File: src/rtl/spram_pkg.sv
// Shared types and sizes for the 32-bit word controller driving one 16-bit SPRAM port.
package spram_pkg;

    localparam int unsigned SPRAM_AW = 14;
    localparam int unsigned SPRAM_DW = 16;
    localparam int unsigned WORD_W   = 32;
    localparam int unsigned STRB_W   = 4;
    localparam int unsigned MASK_W   = 4;

    typedef enum logic [2:0] {
        ST_IDLE   = 3'd0,
        ST_LO     = 3'd1,
        ST_HI     = 3'd2,
        ST_RDLAST = 3'd3,
        ST_RESP   = 3'd4
    } state_e;

endpackage

File: src/rtl/spram_word_ctrl_if.sv
// Request/response handshake between the pipeline memory stage and the SPRAM word controller.
interface spram_word_ctrl_if
    import spram_pkg::*;
#(
    parameter int unsigned ADDR_W = 13
) ();

    logic                req_valid;
    logic                req_ready;
    logic                req_we;
    logic [ADDR_W-1:0]   req_addr;
    logic [STRB_W-1:0]   req_wstrb;
    logic [WORD_W-1:0]   req_wdata;
    logic                rsp_valid;
    logic                rsp_ready;
    logic [WORD_W-1:0]   rsp_rdata;

    modport master (
        output req_valid, req_we, req_addr, req_wstrb, req_wdata, rsp_ready,
        input  req_ready, rsp_valid, rsp_rdata
    );

    modport slave (
        input  req_valid, req_we, req_addr, req_wstrb, req_wdata, rsp_ready,
        output req_ready, rsp_valid, rsp_rdata
    );

endinterface

File: src/rtl/spram_strobe2mask.sv
// Expands the two byte strobes of one halfword into the SPRAM's four nibble write enables.
module spram_strobe2mask
    import spram_pkg::*;
(
    input  logic [1:0]        strb,
    output logic [MASK_W-1:0] mask
);

    always_comb begin
        mask = {{2{strb[1]}}, {2{strb[0]}}};
    end

endmodule

File: src/rtl/spram_word_ctrl.sv
// Splits 32-bit loads/stores into low-then-high halfword SPRAM beats and reassembles read data.
module spram_word_ctrl
    import spram_pkg::*;
#(
    parameter int unsigned ADDR_W    = 13,
    parameter bit          SKIP_HALF = 1'b1
) (
    input  logic                clk,
    input  logic                reset,
    spram_word_ctrl_if.slave    bus,
    output logic [SPRAM_AW-1:0] spram_addr,
    output logic [SPRAM_DW-1:0] spram_din,
    output logic [MASK_W-1:0]   spram_maskwren,
    output logic                spram_wren,
    input  logic [SPRAM_DW-1:0] spram_dout
);

    state_e                state_q, state_d;
    logic                  we_q, we_d;
    logic [ADDR_W-1:0]     addr_q, addr_d;
    logic [STRB_W-1:0]     wstrb_q, wstrb_d;
    logic [WORD_W-1:0]     wdata_q, wdata_d;
    logic [WORD_W-1:0]     rdata_q, rdata_d;
    logic [SPRAM_AW-1:0]   last_addr_q, last_addr_d;
    logic [SPRAM_DW-1:0]   last_din_q, last_din_d;

    logic                  in_beat;
    logic                  hi_sel;
    logic [1:0]            strb_half;
    logic [MASK_W-1:0]     half_mask;

    spram_strobe2mask u_mask (
        .strb (strb_half),
        .mask (half_mask)
    );

    // Next state, request latch and read-data capture
    always_comb begin
        state_d = state_q;
        we_d    = we_q;
        addr_d  = addr_q;
        wstrb_d = wstrb_q;
        wdata_d = wdata_q;
        rdata_d = rdata_q;
        unique case (state_q)
            ST_IDLE: begin
                if (bus.req_valid) begin
                    we_d    = bus.req_we;
                    addr_d  = bus.req_addr;
                    wstrb_d = bus.req_wstrb;
                    wdata_d = bus.req_wdata;
                    if (!bus.req_we || !SKIP_HALF || (|bus.req_wstrb[1:0]))
                        state_d = ST_LO;
                    else if (|bus.req_wstrb[3:2])
                        state_d = ST_HI;
                    else
                        state_d = ST_RESP;
                end
            end
            ST_LO: begin
                if (!we_q || !SKIP_HALF || (|wstrb_q[3:2]))
                    state_d = ST_HI;
                else
                    state_d = ST_RESP;
            end
            ST_HI: begin
                // Low-half read issued in LO is on dout now
                if (!we_q) begin
                    rdata_d[15:0] = spram_dout;
                    state_d       = ST_RDLAST;
                end else begin
                    state_d = ST_RESP;
                end
            end
            ST_RDLAST: begin
                rdata_d[31:16] = spram_dout;
                state_d        = ST_RESP;
            end
            ST_RESP: begin
                if (bus.rsp_ready)
                    state_d = ST_IDLE;
            end
            default: state_d = ST_IDLE;
        endcase
    end

    // SPRAM drive; address and data hold their last beat value between beats
    always_comb begin
        in_beat        = (state_q == ST_LO) || (state_q == ST_HI);
        hi_sel         = (state_q == ST_HI);
        strb_half      = hi_sel ? wstrb_q[3:2] : wstrb_q[1:0];
        spram_wren     = in_beat && we_q;
        spram_maskwren = spram_wren ? half_mask : '0;
        spram_addr     = in_beat ? SPRAM_AW'({addr_q, hi_sel}) : last_addr_q;
        spram_din      = in_beat ? (hi_sel ? wdata_q[31:16] : wdata_q[15:0]) : last_din_q;
        last_addr_d    = spram_addr;
        last_din_d     = spram_din;
    end

    assign bus.req_ready = (state_q == ST_IDLE);
    assign bus.rsp_valid = (state_q == ST_RESP);
    assign bus.rsp_rdata = rdata_q;

    always_ff @(posedge clk or posedge reset) begin
        if (reset) begin
            state_q     <= ST_IDLE;
            we_q        <= 1'b0;
            addr_q      <= '0;
            wstrb_q     <= '0;
            wdata_q     <= '0;
            rdata_q     <= '0;
            last_addr_q <= '0;
            last_din_q  <= '0;
        end else begin
            state_q     <= state_d;
            we_q        <= we_d;
            addr_q      <= addr_d;
            wstrb_q     <= wstrb_d;
            wdata_q     <= wdata_d;
            rdata_q     <= rdata_d;
            last_addr_q <= last_addr_d;
            last_din_q  <= last_din_d;
        end
    end

endmodule

File: src/flat_wrapper.sv
// flat-port wrapper written by rule: the top's interface ports become plain ports
module spram_word_ctrl_flat import spram_pkg::*;
#(
    parameter int unsigned ADDR_W    = 13,
    parameter bit          SKIP_HALF = 1'b1
)
  (clk, reset, spram_addr, spram_din, spram_maskwren, spram_wren, spram_dout, bus_req_valid, bus_req_we, bus_req_addr, bus_req_wstrb, bus_req_wdata, bus_rsp_ready, bus_req_ready, bus_rsp_valid, bus_rsp_rdata);
  spram_word_ctrl_if #(.ADDR_W(ADDR_W)) bus_i ();
  input  logic clk;
  input  logic reset;
  output logic [SPRAM_AW-1:0] spram_addr;
  output logic [SPRAM_DW-1:0] spram_din;
  output logic [MASK_W-1:0] spram_maskwren;
  output logic spram_wren;
  input  logic [SPRAM_DW-1:0] spram_dout;
  input wire logic [$bits(bus_i.req_valid)-1:0] bus_req_valid;
  input wire logic [$bits(bus_i.req_we)-1:0] bus_req_we;
  input wire logic [$bits(bus_i.req_addr)-1:0] bus_req_addr;
  input wire logic [$bits(bus_i.req_wstrb)-1:0] bus_req_wstrb;
  input wire logic [$bits(bus_i.req_wdata)-1:0] bus_req_wdata;
  input wire logic [$bits(bus_i.rsp_ready)-1:0] bus_rsp_ready;
  output wire logic [$bits(bus_i.req_ready)-1:0] bus_req_ready;
  output wire logic [$bits(bus_i.rsp_valid)-1:0] bus_rsp_valid;
  output wire logic [$bits(bus_i.rsp_rdata)-1:0] bus_rsp_rdata;
  assign bus_i.req_valid = bus_req_valid;
  assign bus_i.req_we = bus_req_we;
  assign bus_i.req_addr = bus_req_addr;
  assign bus_i.req_wstrb = bus_req_wstrb;
  assign bus_i.req_wdata = bus_req_wdata;
  assign bus_i.rsp_ready = bus_rsp_ready;
  assign bus_req_ready = bus_i.req_ready;
  assign bus_rsp_valid = bus_i.rsp_valid;
  assign bus_rsp_rdata = bus_i.rsp_rdata;
  spram_word_ctrl #(.ADDR_W(ADDR_W), .SKIP_HALF(SKIP_HALF)) u_core (.clk(clk), .reset(reset), .bus(bus_i), .spram_addr(spram_addr), .spram_din(spram_din), .spram_maskwren(spram_maskwren), .spram_wren(spram_wren), .spram_dout(spram_dout));
endmodule
File: config.mk
export PLATFORM = sky130hd
export DESIGN_NAME = spram_word_ctrl_flat
export DESIGN_NICKNAME = d
export VERILOG_FILES = /design/src/rtl/spram_pkg.sv /design/src/rtl/spram_word_ctrl_if.sv /design/src/rtl/spram_strobe2mask.sv /design/src/rtl/spram_word_ctrl.sv /design/src/flat_wrapper.sv
export SDC_FILE = /design/constraint.sdc
export NUM_CORES = 1
export LEC_CHECK = 0
export ABC_AREA = 0
export BUFFER_PORTS_ARGS = -buffer_cell sky130_fd_sc_hd__buf_2
export CAP_MARGIN = 20
export CORE_ASPECT_RATIO = 0.8
export CORE_MARGIN = 1.5
export CORE_UTILIZATION = 36
export DETAILED_ROUTE_END_ITERATION = 10
export SLEW_MARGIN = 20
export SYNTH_ARGS = -nofsm -noshare
export SYNTH_HDL_FRONTEND = slang
export SYNTH_HIERARCHICAL = 1
export SYNTH_SLANG_ARGS = --single-unit
File: constraint.sdc
create_clock -name clk -period 7.3 [get_ports clk]
set_input_delay 0.73 -clock clk [delete_from_list [all_inputs] [get_ports clk]]
set_output_delay 0.73 -clock clk [all_outputs]
set_load 0.01 [all_outputs]
[Word-level counts from Yosys, hierarchy flattened]
Cells that the tools add are included.
Widths: inputs -> output; s select.
Storage, ports and cells
  RAM bits: 0
  latch bits: 0
  memories kept: 0
  register bits after elaboration: 115
  bits in read-only memories: 0
  input port bits: 70
Cells by class
  shifts and indexed selects: 0
  order comparisons: 0
  divide/modulo/power cells: 0
  reduce and logical (&&, ||, !) cells: 13
  bitwise gates (word level): 1
  equality and inequality tests: 6
  $add $sub $neg: 0
  $mul: 0
  multiplexer cells: 12
Operator list (count)
  $mux 16: 2
  $mux 3: 6
  $pmux 3 s5: 1
  $mux 14: 1
  $eq 3x2->1 const B: 2
  $reduce_and 2->1: 3
  $reduce_or 2->1: 3
  $mux 4: 1
  $ne 2x2->1 const B: 2
  $eq 3x1->1 const B: 1
  $eq 3x3->1 const B: 1
  $logic_not 3->1: 1
  $logic_or 1x1->1: 3
  $logic_not 1->1: 2
  $mux 2: 1
  $logic_and 1x1->1: 1
  $not 1->1: 1

[Longest topological paths before layout]
Gate-level depths: netlist of run 1.
  depth after elaboration: 5
  mapped depth: 7
  depth with buffers taken out: 4

[Cells and area by module]
Netlist of run 1, hierarchy kept.
By module, submodules not included
  spram_word_ctrl: instances 1, seq. area each 2877.8 µm², cells an instance 341, area an instance 4977.3 µm²
  spram_strobe2mask: instances 1, seq. area each 0.0 µm², cells an instance 4, area an instance 30.0 µm²

[Worst setup path after synthesis of run 1]
Ideal clock, no wire load.
  path type: flip-flop to output port
  start point: register u_core.state_q[2]
  end point: output port spram_maskwren[0]
  path buffers: 3
  data arrival time: 1.507 ns
  data required time: 6.570 ns
  stages on the path, launching flop included: 7
  slack: 5.063 ns
  cell sequence: dfrtp_1 -> buf_8 -> nor3_2 -> buf_4 -> mux2_2 -> buf_4 -> and3_1
RTL lines
  from (decl): RTL line spram_word_ctrl.sv:18  | state_e state_q, state_d;
  from (signal assigned): RTL line spram_word_ctrl.sv:115  | state_q <= state_d;
  $eq 3x2->1: RTL line spram_word_ctrl.sv:90  | hi_sel = (state_q == ST_HI);
  $mux 2: RTL line spram_word_ctrl.sv:91  | strb_half = hi_sel ? wstrb_q[3:2] : wstrb_q[1:0];
  named net u_core.strb_half[0]: RTL line spram_word_ctrl.sv:29  | logic [1:0] strb_half;
  $mux 4: RTL line spram_word_ctrl.sv:93  | spram_maskwren = spram_wren ? half_mask : '0;
  to (decl): RTL line flat_wrapper.sv:13  | output logic [MASK_W-1:0] spram_maskwren;
The timed path passes the listed nets, and every way through them passes these cells.

[Final worst setup path of run 1]
  start point: register u_core.state_q[0]
  end point: output port spram_maskwren[3]
Same word-level chain as after synthesis.

==> reports/summary.log, run 1 <==
qor: cts.clk_pin_slew_worst_paths 0.05 ns
qor: timing.grt_setup_unrepaired false
qor: power_and_ir_drop.internal-power 2080 µW
qor: synthesis.yosys_most_used_dff dfrtp_1
qor: placed_design.placement.io_buffers 138
qor: cts.cts_inserted_buffers 17
qor: drt.routed-wl-met2 4560 µm
qor: die.die_width 135 µm
qor: synthesis.netlist.area_leader.share 57.5%
qor: worst_setup_path.timing.critical_path.depth 5
qor: die.floorplan.die_area 14600 µm²
qor: worst_setup_path.reg2reg_depth 3
qor: final_layout.final.fill_count 1242
qor: placed_design.place.detailed.hpwl 6870 µm
qor: drt.post_drt_via_cell_ratio 4.55
qor: drt.wl 10200 µm
qor: worst_setup_path.crit_family simple AND/OR/NAND/NOR gates
qor: cts.htreeDepth 4
qor: worst_hold_path.hp-class input pin to asynchronous set/reset pin
qor: power_and_ir_drop.vdd_ir_drop_max 0.208 mV
qor: drt.number_of_nets_with_antenna_violations_after_routing 0
qor: die.floorplan.initialDensity 37.0%
qor: drt.detail_route.wl_per_cell 15.1 µm
qor: final_layout.multi_input_comb_area 1870 µm²
qor: final_layout.drive_gt1_share 52.6%
qor: power_and_ir_drop.share_clk_of_total_power 22.3%
qor: synthesis.synth.top_cells.by_area dfrtp_1, mux2_4, nand2_1, mux2_2, mux2i_1
qor: cts.cts_tree built
qor: timing.slew_viol_final 0
qor: power_and_ir_drop.leakagePower 0.00310 µW
qor: worst_setup_path.critical_path_s_largest_stage_delay 0.59 ns
qor: power_and_ir_drop.power.switching_fraction 33.9%
qor: worst_setup_path.worst_ep_required_time 6.57 ns
qor: timing.fmax 303 MHz
qor: die.top_level_ports 139
qor: timing.min_period 3.30 ns
qor: global_route.groute.usage.overall 15.3%
qor: timing.totalNegativeSetupSlack 0 ns
qor: synthesis.number_of_enable_type_register_cells_in_the_synthesized_netlist 0
qor: timing.final_setup_violations 0
qor: cts.cts_setup_buffers 0
qor: final_layout.antenna_cells 0
qor: cts.cts_resized 0
qor: synthesis.synth_common_cells dfrtp_1, mux2_4, nand2_1, mux2_2, mux2i_1
qor: final_layout.num-nets-final 553
qor: drt.drt_first_iter_violations 81
qor: worst_setup_path.critPathArrivalTime 2.57 ns
qor: timing.hold_viol 0
qor: synthesis.postSynthNetCount 415
qor: placed_design.place_area 5710 µm²
qor: synthesis.synth_area_per_cell 14.5 µm²
qor: worst_setup_path.path_class flip-flop to primary output
qor: worst_setup_path.setup.worst_path.end_class primary output
qor: power_and_ir_drop.power-per-cell-area 506 nW/µm²
qor: cts.clock_insertion_delay_worst_skew 0.40 ns
qor: drt.top_layer_used met4
qor: worst_setup_path.cp_cell_sequence nor3_4 > buf_4 > mux2_2 > and3_1 > buf_2
qor: worst_setup_path.start_kind flip-flop
qor: final_layout.design_area 6210 µm²
qor: drt.post-route-drc-count 0
qor: die.floorplan.rows 38
qor: die.floorplan.core_area 13600 µm²
qor: final_layout.seqCellArea 2880 µm²
qor: drt.drtPass1Iterations 5
qor: worst_setup_path.critical_path.max_fanout 10
qor: worst_setup_path.cp-endpoint spram_maskwren[3]
qor: cts.max-clock-path-buffers 2
qor: synthesis.post-synth-top-count-cell dfrtp_1
qor: synthesis.sequential_to_total_area_share_from_yosys_stat 57.5%
qor: outcome.run_status complete, no violations
qor: cts.postCtsHoldBufs 0
qor: power_and_ir_drop.p_sw 1070 µW
qor: synthesis.synthesis.instances 345
qor: global_route.globalRouteOverflowTotal 0
qor: synthesis.syn_area 5010 µm²
qor: die.die_h 108 µm
qor: timing.relSlewSlack 30.2%
qor: synthesis.netlist-cell-type-count 33
qor: drt.detailroute.wirelength.met3 765 µm
qor: cts.ctsRootBufferMaster clkbuf_16
qor: global_route.grt_first_pass_wirelength 16700 µm
qor: global_route.vias_in_the_first_global_route 3243
qor: worst_setup_path.cp_slowest_cell nor3_4
qor: cts.tritoncts_num_sinks 115
qor: worst_setup_path.count_of_buffering_cells_on_the_critical_path_with_inverters_included 2
qor: synthesis.synth.ff_latch_count 115
qor: worst_setup_path.setup.reg_to_reg.worst_slack 5.07 ns
qor: power_and_ir_drop.seq_power_share 36.2%
qor: timing.ratio_of_final_minimum_period_to_clock_period 45.2%
qor: synthesis.synth_largest_area_cell dfrtp_1
qor: worst_setup_path.critical_path.reg2reg.endpoint u_core/wdata_q[2]$_DFFE_PP0P_
qor: worst_setup_path.critical_path_origin u_core/state_q[0]$_DFFE_PP0P_
qor: timing.fin_skew 0.00871 ns
qor: timing.worst-slew-pin-transition 1.04 ns
qor: synthesis.async_reset_ff_share 100%
qor: synthesis.ys.warnings.count 6
qor: worst_setup_path.r2r-start u_core/state_q[0]$_DFFE_PP0P_
qor: placed_design.routabilityCongestion 0.740
qor: final_layout.synthToLayoutAreaGrowth 24.1%
qor: flow_run.drv.max_cap_violation_count 0
qor: global_route.grt_max_degree 65
qor: power_and_ir_drop.comb_power_share 41.4%
qor: drt.routed-via-count 3065
qor: drt.drt-met1-wl 4800 µm
qor: global_route.number_of_antenna_violations_at_the_first_check_in_global_routing 0
[power groups by stage]
stage          clock network (µW)  logic (µW)  registers [µW]
2_1_floorplan                   0         963            1140
3_3_place_gp                    0        1300            1140
3_5_place_dp                    0        1320            1150
4_1_cts                       727        1320            1140
5_1_grt                       763        1440            1180
6_report                      703        1300            1140
[registers in the layout, summed over array words and instances (netlist names)]
name,count
u_core/addr_q,13
u_core/wstrb_q,4
u_core/last_addr_q,14
u_core/state_q,3
u_core/we_q,1
u_core/wdata_q,32
u_core/last_din_q,16
u_core/bus.rsp_rdata,32
[layout make-up]
cell class,count,area share (%)
multi-input combinational,204,30.2
clock inverter,6,0.524
tap,180,3.63
sequential,115,46.3
clock buffer,24,7.59
inverter,4,0.282
timing repair buffer,141,11.5
[worst min path at each step]
| stage | from | to | slack [ns] | depth (start not counted) |
|---|---|---|---|---|
| 2_1_floorplan | u_core/wstrb_q[0]$_DFFE_PP0P_ | u_core/wstrb_q[0]$_DFFE_PP0P_ | 0.48 | 1 |
| 3_3_place_gp | u_core/last_addr_q[9]$_DFF_PP0_ | u_core/last_addr_q[9]$_DFF_PP0_ | 0.45 | 2 |
| 3_5_place_dp | u_core/last_addr_q[9]$_DFF_PP0_ | u_core/last_addr_q[9]$_DFF_PP0_ | 0.46 | 2 |
| 4_1_cts | reset | u_core/bus.rsp_rdata[18]$_DFFE_PP0N_ | 0.44 | 2 |
| 5_1_grt | reset | u_core/bus.rsp_rdata[18]$_DFFE_PP0N_ | 0.45 | 2 |
| 6_report | reset | u_core/bus.rsp_rdata[18]$_DFFE_PP0N_ | 0.42 | 2 |
[per-layer routing]
| layer | vias up | track usage (%) |
|---|---|---|
| met3 | 6 | 6.61 |
| met4 | 0 | 6.30 |
| met5 | - | 0 |
| li1 | 1457 | - |
| met2 | 92 | 22.1 |
| met1 | 1510 | 20.2 |
[worst reg2reg max path, stage by stage, from the launching register on]
cell and delay, ns:
dfrtp_1 0.54, nor3_4 0.29, and2_4 0.79, mux2_2 0.49
[cells by family (layout without fill, tap and decap cells)]
| family | after synthesis | count (layout) | synth area share [%] |
|---|---|---|---|
| compound gates | 25 | 25 | 2.77 |
| flops | 115 | 115 | 57.5 |
| buf+inv | 26 | 175 | 5.27 |
| xor+xnor | 1 | 1 | 0.175 |
| simple gates | 78 | 78 | 7.20 |
| mux | 100 | 100 | 27.1 |
[metrics by stage]
step                      cells  power, µW  hold slack (ns)  util [%]  worst slack (ns)
after global routing        674       3380            0.451      45.8              3.83
after CTS                   674       3190            0.437      45.8              3.95
after floorplan             345       2100            0.478         -              3.53
after global placement      644       2440            0.449      42.1              4.38
after detailed placement    644       2460            0.455      42.1              4.39
final                       674       3150            0.417      45.8              4.00
[layout by cell type (no fill, tap or decap), types with 2 or more instances in the layout]
cell / n
buf_2: 138
dfrtp_1: 115
mux2_4: 67
nand2_1: 57
clkbuf_16: 17
mux2_2: 17
mux2i_1: 16
o21ai_1: 10
o21ai_0: 10
clkbuf_1: 5
clkinv_2: 5
nor2_1: 5
and3_1: 4
nor3_4: 3
buf_4: 3
clkbuf_8: 2
inv_1: 2
Note: power is estimated with default switching activity, not from simulation.
==> inputs of run 2 (changes only) <==
Clock period 7.3 ns to 2.8 ns, I/O delays scaled along.
==> reports/summary.log, run 2 (synthesized netlist as in run 1, its figures left out) <==
qor: outcome.run_status complete, no violations
qor: timing.fin_skew 0.00775 ns [-0.000957 ns]
qor: worst_hold_path.hp-class input pin to asynchronous set/reset pin
qor: worst_setup_path.cp_cell_sequence xor2_1 > and2_1 > nand2_1 > nand2_1 > buf_2
qor: worst_setup_path.critical_path_s_largest_stage_delay 0.63 ns [+0.04 ns]
qor: global_route.grt_first_pass_wirelength 17300 µm [+3.1%]
qor: worst_setup_path.critical_path.max_fanout 17 [+7]
qor: die.floorplan.core_area 13600 µm² [unchanged]
qor: cts.htreeDepth 4 [unchanged]
qor: power_and_ir_drop.power-per-cell-area 1360 nW/µm² [+170%]
qor: cts.tritoncts_num_sinks 115 [unchanged]
qor: power_and_ir_drop.vdd_ir_drop_max 0.746 mV [+260%]
qor: die.floorplan.rows 38 [unchanged]
qor: drt.drtPass1Iterations 4 [-1]
qor: drt.routed-via-count 3105 [+1.3%]
qor: drt.wl 10500 µm [+2.5%]
qor: worst_setup_path.critPathArrivalTime 2.23 ns [-0.34 ns]
qor: cts.clock_insertion_delay_worst_skew 0.40 ns [about the same]
qor: global_route.groute.usage.overall 15.6% [+0.28 points]
qor: worst_setup_path.setup.worst_path.end_class primary output
qor: worst_setup_path.cp_slowest_cell dfrtp_1
qor: drt.post_drt_via_cell_ratio 4.57 [+0.56%]
qor: cts.cts_tree built
qor: worst_setup_path.timing.critical_path.mode_cell nand2_1
qor: power_and_ir_drop.share_clk_of_total_power 25.6% [+3.3 points]
qor: final_layout.layout_commonest_cell buf_2
qor: global_route.grt_max_degree 116 [+78%]
qor: placed_design.place_area 5770 µm² [+1.1%]
qor: drt.number_of_nets_with_antenna_violations_after_routing 0 [unchanged]
qor: final_layout.drive_gt1_share 53.7% [+1.1 points]
qor: final_layout.num-nets-final 556 [+0.54%]
qor: timing.final_critical_path_setup_slack 0.295 ns [-3.70 ns]
qor: timing.grt_setup_unrepaired false
qor: final_layout.seqCellArea 2880 µm² [unchanged]
qor: global_route.vias_in_the_first_global_route 3286 [+1.3%]
qor: timing.totalNegativeSetupSlack 0 ns [unchanged]
qor: cts.clk_pin_slew_worst_paths 0.06 ns [about the same]
qor: final_layout.final.fill_count 1220 [-1.8%]
qor: global_route.globalRouteOverflowTotal 0 [unchanged]
qor: final_layout.antenna_cells 0 [unchanged]
qor: timing.min_period 2.51 ns
qor: placed_design.pre_cts_ws 0.708 ns [-3.68 ns]
qor: global_route.number_of_antenna_violations_at_the_first_check_in_global_routing 0 [unchanged]
qor: cts.cts_inserted_buffers 17 [unchanged]
qor: timing.hold_viol 0 [unchanged]
qor: die.die_width 135 µm [unchanged]
qor: power_and_ir_drop.seq_power_share 34.3% [-1.9 points]
qor: power_and_ir_drop.power.switching_fraction 33.1% [-0.86 points]
qor: cts.max-clock-path-buffers 2 [unchanged]
qor: cts.postCtsHoldBufs 0 [unchanged]
qor: final_layout.post_layout_nonfiller_instances 679 [+0.74%]
qor: placed_design.routabilityCongestion 0.738 [-0.30%]
qor: die.top_level_ports 139 [unchanged]
qor: timing.final_setup_violations 0 [unchanged]
qor: power_and_ir_drop.internal-power 5800 µW [+180%]
qor: drt.post-route-drc-count 0 [unchanged]
qor: placed_design.placement.io_buffers 138 [unchanged]
qor: drt.drt_first_iter_violations 118 [+46%]
qor: placed_design.place.detailed.hpwl 6900 µm [+0.31%]
qor: drt.detail_route.wl_per_cell 15.4 µm [+1.8%]
qor: worst_setup_path.reg2reg_depth 4 [+1]
qor: worst_setup_path.path_class flip-flop to primary output
qor: final_layout.multi_input_comb_area 1870 µm² [unchanged]
qor: cts.cts_setup_buffers 0 [unchanged]
qor: placed_design.placed_cells 647 [+0.47%]
qor: timing.slew_viol_final 0 [unchanged]
qor: final_layout.layout.cells.most_common_list buf_2, dfrtp_1, mux2_4
qor: worst_setup_path.setup.reg_to_reg.worst_slack 0.74 ns [-4.33 ns]
qor: die.floorplan.die_area 14600 µm² [unchanged]
qor: final_layout.synthToLayoutAreaGrowth 27.5%
qor: timing.relSlewSlack 57.2% [+27 points]
qor: die.die_h 108 µm [unchanged]
qor: timing.worst-slew-pin-transition 0.642 ns [-0.402 ns]
qor: power_and_ir_drop.comb_power_share 40.1% [-1.3 points]
qor: power_and_ir_drop.p_sw 2860 µW [+170%]
qor: cts.cts_resized 0 [unchanged]
qor: flow_run.drv.max_cap_violation_count 0 [unchanged]
qor: power_and_ir_drop.leakagePower 0.00318 µW [+2.5%]
qor: worst_setup_path.worst_ep_required_time 2.52 ns [-4.05 ns]
qor: die.floorplan.initialDensity 37.0% [unchanged]
qor: cts.ctsRootBufferMaster clkbuf_16
qor: final_layout.design_area 6380 µm² [+2.8%]
qor: timing.ratio_of_final_minimum_period_to_clock_period 89.5%
qor: timing.fmax 399 MHz
qor: worst_setup_path.start_kind flip-flop
run 2: power groups by stage:
stage	Combinational [µW]	Sequential, µW	Clock [µW]
after global placement	3460	2950	0
after global routing	3800	3080	2360
final	3470	2970	2210
after CTS	3530	2980	2280
after floorplan	2510	2970	0
after detailed placement	3510	2990	0
run 2: cell type report:
| type | instances | share of cell area [%] |
|---|---|---|
| clock buffer | 23 | 7.64 |
| inverter | 4 | 0.294 |
| clock inverter | 9 | 1.98 |
| multi-input combinational | 204 | 29.4 |
| timing repair buffer | 144 | 12.1 |
| sequential | 115 | 45.1 |
| tap | 180 | 3.53 |
run 2: stage by stage:
step	hold slack, ns	utilization, %	total power (µW)
6_report	0.0441	47.1	8660
5_1_grt	0.0722	47.1	9240
4_1_cts	0.0491	47.1	8780
3_3_place_gp	0.449	42.6	6410
3_5_place_dp	0.455	42.6	6500
2_1_floorplan	0.389	-	5480
run 2: routing by layer:
metal	track usage [%]	part of all wire [%]
met1	20.8	48
met2	23.0	44
met3	6.80	7.7
met4	4.61	0.59
met5	0	0
run 2: critical path: cells and delay by family, from the launching register on:
kind	cells	cell delay (ns)
buf+inv	1	0.13
flops	1	0.63
simple gates	3	0.82
xor+xnor	1	0.23
run 2: final timing paths:
kind	start	endpoint
min in group clk	bus_rsp_ready	u_core/state_q[2]$_DFFE_PP0P_
hold reg to reg	u_core/last_addr_q[12]$_DFF_PP0_	u_core/last_addr_q[12]$_DFF_PP0_
hold / removal	reset	u_core/last_din_q[9]$_DFF_PP0_
max in group asynchronous	reset	u_core/last_addr_q[11]$_DFF_PP0_
setup / recovery	u_core/state_q[0]$_DFFE_PP0P_	spram_addr[5]
setup reg to reg	u_core/state_q[0]$_DFFE_PP0P_	u_core/wdata_q[16]$_DFFE_PP0P_
